File: config.mk
export PLATFORM = sky130hd
export DESIGN_NAME = serial_adder
export DESIGN_NICKNAME = d
export VERILOG_FILES = /design/src/rtl/serial_adder.sv
export SDC_FILE = /design/constraint.sdc
export NUM_CORES = 1
export LEC_CHECK = 0
export BUFFER_PORTS_ARGS = -buffer_cell sky130_fd_sc_hd__buf_4
export CAP_MARGIN = 20
export CORE_ASPECT_RATIO = 0.6
export CORE_UTILIZATION = 37
export CTS_BUF_LIST = sky130_fd_sc_hd__clkbuf_8
export CTS_CLUSTER_DIAMETER = 200
export CTS_CLUSTER_SIZE = 20
export DETAILED_ROUTE_END_ITERATION = 16
export GPL_TIMING_DRIVEN = 1
export PLACE_DENSITY = 0.65
export SKIP_CTS_REPAIR_TIMING = 1
export SYNTH_ARGS = -nofsm -noshare
export SYNTH_HDL_FRONTEND = slang
export SYNTH_SLANG_ARGS = --single-unit
File: constraint.sdc
create_clock -name clk -period 1.5 [get_ports clk]
set_input_delay 0 -clock clk [delete_from_list [all_inputs] [get_ports clk]]
set_output_delay 0 -clock clk [all_outputs]
set_load 0.005 [all_outputs]
File: src/rtl/serial_adder.sv
// serial_adder: bit-serial N-bit adder, one full-adder cell plus registered carry,
// with valid/ready handshakes on operands and result.
module serial_adder #(
  parameter int N = 8
) (
  input  logic         clk,
  input  logic         reset,
  input  logic         in_valid,
  output logic         in_ready,
  input  logic [N-1:0] a,
  input  logic [N-1:0] b,
  input  logic         cin,
  output logic         out_valid,
  input  logic         out_ready,
  output logic [N-1:0] s,
  output logic         cout
);
  localparam int CW = $clog2(N + 1);
  typedef enum logic [1:0] {IDLE, ADD, DONE} state_t;
  state_t        state_q, state_d;
  logic [N-1:0]  ra_q, ra_d, rb_q, rb_d, rs_q, rs_d, s_q, s_d;
  logic          c_q, c_d, cout_q, cout_d;
  logic [CW-1:0] cnt_q, cnt_d;
  logic          p, g, sbit;
  always_comb begin
    p       = ra_q[0] ^ rb_q[0];
    g       = ra_q[0] & rb_q[0];
    sbit    = p ^ c_q;
    state_d = state_q;
    ra_d    = ra_q;
    rb_d    = rb_q;
    rs_d    = rs_q;
    c_d     = c_q;
    cnt_d   = cnt_q;
    s_d     = s_q;
    cout_d  = cout_q;
    if (state_q == IDLE && in_valid) begin
      ra_d    = a;
      rb_d    = b;
      c_d     = cin;
      cnt_d   = '0;
      state_d = ADD;
    end else if (state_q == ADD) begin
      c_d       = g | (p & c_q);
      ra_d      = ra_q >> 1;
      rb_d      = rb_q >> 1;
      rs_d      = rs_q >> 1;
      rs_d[N-1] = sbit;
      cnt_d     = cnt_q + CW'(1);
      // s only ever updates with a complete sum, never a partial one
      if (cnt_q == CW'(N - 1)) begin
        s_d     = rs_d;
        cout_d  = c_d;
        state_d = DONE;
      end
    end else if (state_q == DONE && out_ready) begin
      state_d = IDLE;
    end
  end
  always_ff @(posedge clk or posedge reset) begin
    if (reset) begin
      state_q <= IDLE;
      ra_q    <= '0;
      rb_q    <= '0;
      rs_q    <= '0;
      c_q     <= 1'b0;
      cnt_q   <= '0;
      s_q     <= '0;
      cout_q  <= 1'b0;
    end else begin
      state_q <= state_d;
      ra_q    <= ra_d;
      rb_q    <= rb_d;
      rs_q    <= rs_d;
      c_q     <= c_d;
      cnt_q   <= cnt_d;
      s_q     <= s_d;
      cout_q  <= cout_d;
    end
  end
  assign in_ready  = state_q == IDLE;
  assign out_valid = state_q == DONE;
  assign s         = s_q;
  assign cout      = cout_q;
endmodule

* Word level (Yosys, flattened, before mapping) *
Index checks and enable logic that the tools add are counted.

storage, ports and cells
  output and inout bits = 11
  word-level logic and storage cells = 39
  register bits after elaboration = 40

operators by class
  muxes and demuxes = 12
  bitwise logic cells = 6
  equality and inequality tests = 4
  add/subtract/negate cells = 1
  reductions and logical operators = 8

operator list
  kind                                                                     number
  8-bit two-way mux                                                        4
  2-bit two-way mux                                                        4
  4-bit two-way mux                                                        2
  4-bit by 1-bit adder with 4-bit output, second input constant            1
  4-bit by 3-bit == test with 1-bit output, second input constant          1
  2-bit AND reduction                                                      2
  3-bit by 2-bit inequality test with 1-bit output, second input constant  1
  3-bit AND reduction                                                      1
  3-bit nonzero test                                                       1
  1-bit bitwise AND                                                        2
  2-bit by 1-bit == test with 1-bit output, second input constant          1
  2-bit == test, second input constant                                     1
  1-bit logical AND                                                        2
  2-bit zero test                                                          1
  1-bit two-way mux                                                        2
  2-bit nonzero test                                                       1
  1-bit bitwise XOR                                                        2
  1-bit NOT                                                                1
  1-bit OR                                                                 1

* Longest topological paths before layout *
Gate-level depths: netlist of the first run.

  word-level depth = 5
  mapped depth = 5
  depth with buffers taken out = 4

* Worst setup path before layout of the first run *
No wires, ideal clock.

  path kind = register to register
  from = register state_q[1]
  to = register cout_q (netlist: cout)
  setup slack = 0.129 ns
  data arrival time = 1.246 ns
  required time = 1.375 ns
  stages on the path, launching flop included = 5
  library setup time = 0.125 ns
  path through = dfrtp_1 nand2b_4 nor3_4 buf_6 mux2_4

between the ends
  longest elaborated chain between the ends = 4
  elaborated cells between the ends (all ways) = 5
  classes of those cells = eq/ne: 1; bitwise: 1; reduce/logical: 3

RTL lines
  item                             RTL line  text
  start, declared                  20        state_t state_q, state_d;
  start signal, assigned           71        state_q <= state_d;
  2-bit zero test                  37        if (state_q == IDLE && in_valid) begin
  1-bit logical AND                37
  1-bit NOT (no line)              n/a
  3-bit AND reduction (no line) *  n/a
  end signal, assigned             78        cout_q <= cout_d;
  end, declared                    22        logic c_q, c_d, cout_q, cout_d;

Every way passes the cells marked *; elsewhere a longest branch is shown, timed or not.
A chain may end at the register's enable or synchronous reset.

* Worst setup path in the final report of the first run *
  from = register cnt_q[1]
  to = register s_q[1] (netlist: s[1])

between the ends
  longest elaborated chain between the ends = 2

RTL lines
  item                                      RTL line  text
  start, declared                           23        logic [CW-1:0] cnt_q, cnt_d;
  start signal, assigned                    76        cnt_q <= cnt_d;
  4-bit by 3-bit == test with 1-bit output  51        if (cnt_q == CW'(N - 1)) begin
  3-bit AND reduction (no line)             n/a
  end signal, assigned                      68        s_q <= '0;
  end signal, assigned                      77        s_q <= s_d;
  end, declared                             21        logic [N-1:0] ra_q, ra_d, rb_q, rb_d, rs_q, rs_d, s_q, s_d;

Every way passes these cells.

==> results.tsv, run 1 <==
metric	value	unit
final_common_cell	nand2_1	
areaGrowthSynthToFinish	39.3	%
cp_max_fo	6	
synth.avg_cell_area	11.0	sq um
worst_pin_slew	479	ps
drt_wl_total	3.65	mm
yosysSeqAreaShare	57.8	%
synthFlopType	dfrtp_1	
syn_nets	177	
crit_path_top_delay_cell	dfrtp_1	
clockBufferDepth	2	
initial_core_util	39.9	%
grt_setup_unrepaired	yes	
place.gp.congestion	0.709	
power_density	1930	nW/um^2
htreeDepth	2	
vias_per_cell	4.67	
synth_xor_area_share	0	%
synth-adder-area-share	1.93	%
path_cells	ha_1, nand2_1, nor3_4, buf_4, mux2_4	
maxSlewHeadroom	68.0	%
grt_first_pass_wirelength	5.53	mm
synth_top_area_share	57.8	%
cts_inserted_buffers	5	
crit_family	flip-flops	
drive_gt1_share	30.0	%
critPathArrivalTime	1610	ps
critPathLaunchType	flip-flop	
synth_compound_area_share	9.93	%
layout_common_cells	nand2_1 (59), buf_4 (44), dfrtp_1 (39), dlygate4sd3_1 (18), a22oi_1 (14)	
cts_sinks	39	
synth_edf_count	0	
design.die.area	4840	sq um
die_w	89.2	microns
syn_area	1690	sq um
syn_inst	154	
grt_pass1_vias	1136	
antenna_found_initial	0	
clk_pin_slew	70	ps
total_power	0.00454	W
synth_top_family_by_area	simple AND/OR/NAND/NOR gates	
maxSlewViolCount	0	
irDropWorstVdd	0.000673	V
drv_cap	0	
yosysUniqueCellTypes	25	
vias	1294	
fin_crit	1430	ps
antenna_cells	0	
cts.root.buffer_cell	clkbuf_8	
yosys-top-cells-area	dfrtp_1 (58%), nand2_1 (13%), mux2_4 (7.1%), a22oi_1 (6.2%), buf_2 (1.5%)	
hold_class	input pin to flip-flop	
dr.pass1.iters	4	
p_leak	1.22	nW
port_buffers	31	
yosys.area_share.simple	17.9	%
gr-total-overflow	0	
grt_max_degree	40	
num_io_pins	32	
async_flop_share	100	%
finalSetupViolCount	0	
synthMuxAreaShare	8.97	%
cts_tree	done	
ant_nets	0	
hold_violations	0	
die_h	54.3	microns
row_count	18	
crit_path_end_kind	flip-flop	
dp.cells	249	
clkLatencyLatePin	290	ps
synth_warnings	0	
timing.final.crit_share	95.5	%
r2r_slack	70	ps
synth_seq_cells	39	
layout.nets	239	
drt-initial-drc-count	78	
hpwl	2.32	mm
critPathKind	flip-flop to flip-flop	
drc	0	
status	complete, no violations	
required	1670	ps
fmax	698	MHz
final_cell_count_no_fill	277	
core_area	4230	sq um
routedWlPerCell	13.2	microns
track_usage	15.8	%
cp_num_buf_inv	1	
skew	5.32	ps
cpPeakStageDelay	380	ps
synth_top_cell_by_area	dfrtp_1	
-- metrics by stage --
stage               setup WS [ps]  hold WS (ps)  instance area [sq um]  setup TNS, ps  util (%)
finish                       67.9          15.3                   2350              0      55.5
global route                -1.69          24.5                   2350          -2.22      55.5
CTS                          43.2          -157                   2150              0      50.8
detailed placement           59.0           156                   2030              0      48.0
global placement              121           146                   2030              0      48.0
floorplan                     129           117                   1690              0         -
-- flip-flops by register name, summed over array words and instances (netlist names) --
register,flops
ra_q,8
rb_q,8
s,8
rs_q,7
cnt_q,4
state_q,2
c_q,1
cout,1
-- cells by family after synthesis --
kind of cell	after synthesis
AOI/OAI and AO/OA	24
DFF	39
muxes	11
and+or+nand+nor	68
adders and majority gates	2
buffers and inverters	10
-- cell type report --
class	instances	area, sq um
fill	371	1880
sequential	39	976
multi-input combinational	105	653
timing repair buffer	63	522
clock buffer	6	82.6
tap	60	75.1
clock inverter	2	35.0
inverter	2	7.51
-- cell usage after synthesis, drive strengths merged, types with 2 or more instances --
library cell and n:
nand2 59, dfrtp 39, a22oi 14, mux2 9, buf 8, o21ai 5
o21bai 3, a21o 2, inv 2, mux2i 2, nand2b 2, nor3b 2
-- routing by layer --
layer / global-route usage (%) / part of all wire, % / up-vias
met5: 0 / 0 / -
met4: 8.73 / 0.93 / 0
met3: 3.62 / 2.8 / 2
met2: 22.5 / 46 / 18
met1: 22.5 / 50 / 641
li1: - / - / 633
-- tightest hold or removal path, delay by kind of cell --
kind	cells	cell delay (ps)
buffers and inverters	1	110
AO/OA/AOI/OAI	1	110
AND/OR/NAND/NOR	1	50
-- where the power goes --
part | total, W | switching, W | leakage (nW) | internal [W]
sequential | 0.00177 | 0.000284 | 0.504 | 0.00148
clock | 0.000896 | 0.000358 | 0.0612 | 0.000538
combinational | 0.00188 | 0.000943 | 0.651 | 0.000937
total | 0.00454 | 0.00159 | 1.22 | 0.00296
-- final timing paths --
kind | from | cells after the start | endpoint
min | out_ready | 3 | state_q[1]$_DFFE_PP0P_
max | cnt_q[1]$_DFFE_PP0P_ | 5 | s[1]$_DFFE_PP0P_
max in group asynchronous | reset | 4 | rs_q[1]$_DFFE_PP0P_
min in group asynchronous | reset | 4 | rb_q[5]$_DFFE_PP0P_
min reg2reg | ra_q[1]$_DFFE_PP0P_ | 2 | ra_q[1]$_DFFE_PP0P_
max reg2reg | cnt_q[1]$_DFFE_PP0P_ | 5 | s[1]$_DFFE_PP0P_
(Power assumes the default switching activity.)
==> run 2: changes to the inputs <==
--- a/config.mk
+++ b/config.mk
@@ -7,14 +7,16 @@
 export LEC_CHECK = 0
 export BUFFER_PORTS_ARGS = -buffer_cell sky130_fd_sc_hd__buf_4
 export CAP_MARGIN = 20
+export CELL_PAD_IN_SITES_DETAIL_PLACEMENT = 1
+export CELL_PAD_IN_SITES_GLOBAL_PLACEMENT = 2
 export CORE_ASPECT_RATIO = 0.6
-export CORE_UTILIZATION = 37
+export CORE_UTILIZATION = 36
 export CTS_BUF_LIST = sky130_fd_sc_hd__clkbuf_8
 export CTS_CLUSTER_DIAMETER = 200
 export CTS_CLUSTER_SIZE = 20
 export DETAILED_ROUTE_END_ITERATION = 16
 export GPL_TIMING_DRIVEN = 1
-export PLACE_DENSITY = 0.65
+export PLACE_DENSITY = 0.88
 export SKIP_CTS_REPAIR_TIMING = 1
 export SYNTH_ARGS = -nofsm -noshare
 export SYNTH_HDL_FRONTEND = slang
==> results.tsv, run 2 (synthesis gave the netlist of run 1 again) <==
metric	value	unit	change
drc	0		unchanged
hpwl	2.51	mm	was 2.32 mm
cts_tree	done		unchanged
vias_per_cell	4.73		was 4.67
drt-initial-drc-count	77		was 78
p_switching	0.00160	W	was 0.00159 W
wl_met2	1.69	mm	was 1.70 mm
cts.root.buffer_cell	clkbuf_8		unchanged
hold_end	state_q[1]$_DFFE_PP0P_		unchanged
areaGrowthSynthToFinish	38.8	%	was 39.3%
initial_core_util	39.2	%	was 39.9%
path_cells	ha_1, nand2_1, nor3_4, buf_12, mux2_2		was ha_1, nand2_1, nor3_4, buf_4, mux2_4
clockBufferDepth	2		unchanged
met1_length	1.99	mm	was 1.82 mm
status	complete, no violations		unchanged
required	1680	ps	was 1670 ps
postLayoutCellArea	2340	sq um	was 2350 sq um
maxSlewViolCount	0		unchanged
seqCellArea	978	sq um	was 976 sq um
multi_input_area	657	sq um	was 653 sq um
cpPeakStageDelay	380	ps	about the same
drv_cap	0		unchanged
clk_pin_slew	80	ps	was 70 ps
rr_worst_depth	5		unchanged
timing.rr.end	s[6]$_DFFE_PP0P_		was s[1]$_DFFE_PP0P_
clockPowerShare	20.1	%	was 19.7%
crit_path_end_kind	flip-flop		unchanged
layout_common_cells	nand2_1 (59), buf_4 (41), dfrtp_1 (37), dlygate4sd3_1 (18), a22oi_1 (14)		was nand2_1 (59), buf_4 (44), dfrtp_1 (39), dlygate4sd3_1 (18), a22oi_1 (14)
cts_sinks	39		unchanged
drive_gt1_share	30.4	%	was 30.0%
critPathArrivalTime	1630	ps	was 1610 ps
grt_first_pass_wirelength	6.09	mm	was 5.53 mm
layout.nets	236		was 239
routedWlPerCell	14.1	microns	was 13.2 microns
antenna_found_initial	0		unchanged
min_from	out_ready		unchanged
critPathKind	flip-flop to flip-flop		unchanged
hold_depth	3		unchanged
power_frac_comb	40.1	%	was 41.4%
seq_power_share	39.7	%	was 38.9%
place.gp.congestion	0.690		was 0.709
swShare	35.3	%	was 34.9%
hold_class	input pin to flip-flop		unchanged
timing.final.crit_share	96.5	%	was 95.5%
power_density	1940	nW/um^2	was 1930 nW/um^2
antenna_cells	0		unchanged
critPathLaunchType	flip-flop		unchanged
final_common_cell	nand2_1		unchanged
num_io_pins	32		unchanged
place_area	2020	sq um	was 2030 sq um
row_count	18		unchanged
crit_path_top_delay_cell	dfrtp_1		unchanged
dr.pass1.iters	4		unchanged
vias	1296		was 1,294
cp-startpoint	cnt_q[0]$_DFFE_PP0P_		was cnt_q[1]$_DFFE_PP0P_
dr.max_layer_used	met4		unchanged
skew	8.01	ps	was 5.32 ps
r2r_slack	50	ps	was 70 ps
clkLatencyLatePin	290	ps	about the same
fmax	691	MHz	was 698 MHz
nFillCells	464		was 371
p_int	0.00294	W	was 0.00296 W
htreeDepth	2		unchanged
die_w	90.4	microns	was 89.2 microns
track_usage	16.3	%	was 15.8%
wl_met3	130	microns	was 103 microns
drt_wl_total	3.85	mm	was 3.65 mm
worst_pin_slew	497	ps	was 479 ps
ant_nets	0		unchanged
grt_max_degree	40		unchanged
maxSlewHeadroom	66.9	%	was 68.0%
p_leak	1.20	nW	was 1.22 nW
fin_tns_setup	0	ps	unchanged
fin_crit	1450	ps	was 1430 ps
irDropWorstVdd	0.000636	V	was 0.000673 V
gr-total-overflow	0		unchanged
design.die.area	4980	sq um	was 4840 sq um
port_buffers	31		unchanged
core_area	4300	sq um	was 4230 sq um
die_h	55.0	microns	was 54.3 microns
grt_pass1_vias	1230		was 1,136
cts_inserted_buffers	5		unchanged
finalSetupViolCount	0		unchanged
hold_violations	0		unchanged
cp_max_fo	11		was 6
whs	5.06	ps	was 15.3 ps
rr_startpoint	cnt_q[0]$_DFFE_PP0P_		was cnt_q[1]$_DFFE_PP0P_
==> run 2: cell count changes in the layout (fill, tap and decap cells not counted), sizes merged <==
cell  change
buf       -3
==> run 2: power by group through the flow <==
stage,Sequential (W),Clock [W],Combinational [W]
detailed placement,0.00182,0,0.00171
finish,0.00181,0.000914,0.00182
global route,0.00188,0.000982,0.00205
CTS,0.00181,0.000942,0.00171
global placement,0.00179,0,0.00165
floorplan,0.00175,0,0.00116
==> run 2: metrics by stage <==
step	power [W]	setup WS, ps	std cells	utilization (%)
4_1_cts	0.00447	29.2	253	49.6
6_report	0.00454	52.9	274	54.5
3_5_place_dp	0.00353	44.7	245	46.9
5_1_grt	0.00491	-17.3	274	54.5
3_3_place_gp	0.00344	57.2	245	46.9
2_1_floorplan	0.00291	129	154	-
==> run 2: worst max path at each step <==
| stage | to | slack, ps | cells after the start |
|---|---|---|---|
| 6_report | s[6]$_DFFE_PP0P_ | 50 | 5 |
| 5_1_grt | s[6]$_DFFE_PP0P_ | -20 | 5 |
| 4_1_cts | s[6]$_DFFE_PP0P_ | 30 | 5 |
| 3_5_place_dp | s[6]$_DFFE_PP0P_ | 40 | 5 |
| 3_3_place_gp | s[6]$_DFFE_PP0P_ | 60 | 5 |
| 2_1_floorplan | cout$_DFFE_PP0P_ | 130 | 4 |
==> run 2: critical path, delay by kind of cell, from the launching register on <==
| kind | cells | cell delay, ps |
|---|---|---|
| buf+inv | 1 | 170 |
| fa+ha+maj | 1 | 200 |
| flops | 1 | 380 |
| mux | 1 | 330 |
| simple gates | 2 | 250 |
==> run 2: area by class of cell <==
type	count	share of cell area, %
Clock buffer	6	3.52
Clock inverter	2	1.49
Inverter	2	0.320
Multi-Input combinational cell	105	28.0
Sequential cell	39	41.8
Tap cell	60	3.20
Timing Repair Buffer	60	21.7
==> run 2: per-layer routing <==
metal | GRT usage [%] | vias to the layer above
li1 | - | 628
met1 | 22.9 | 642
met2 | 23.9 | 22
met3 | 4.64 | 4
met4 | 6.45 | 0
met5 | 0 | -
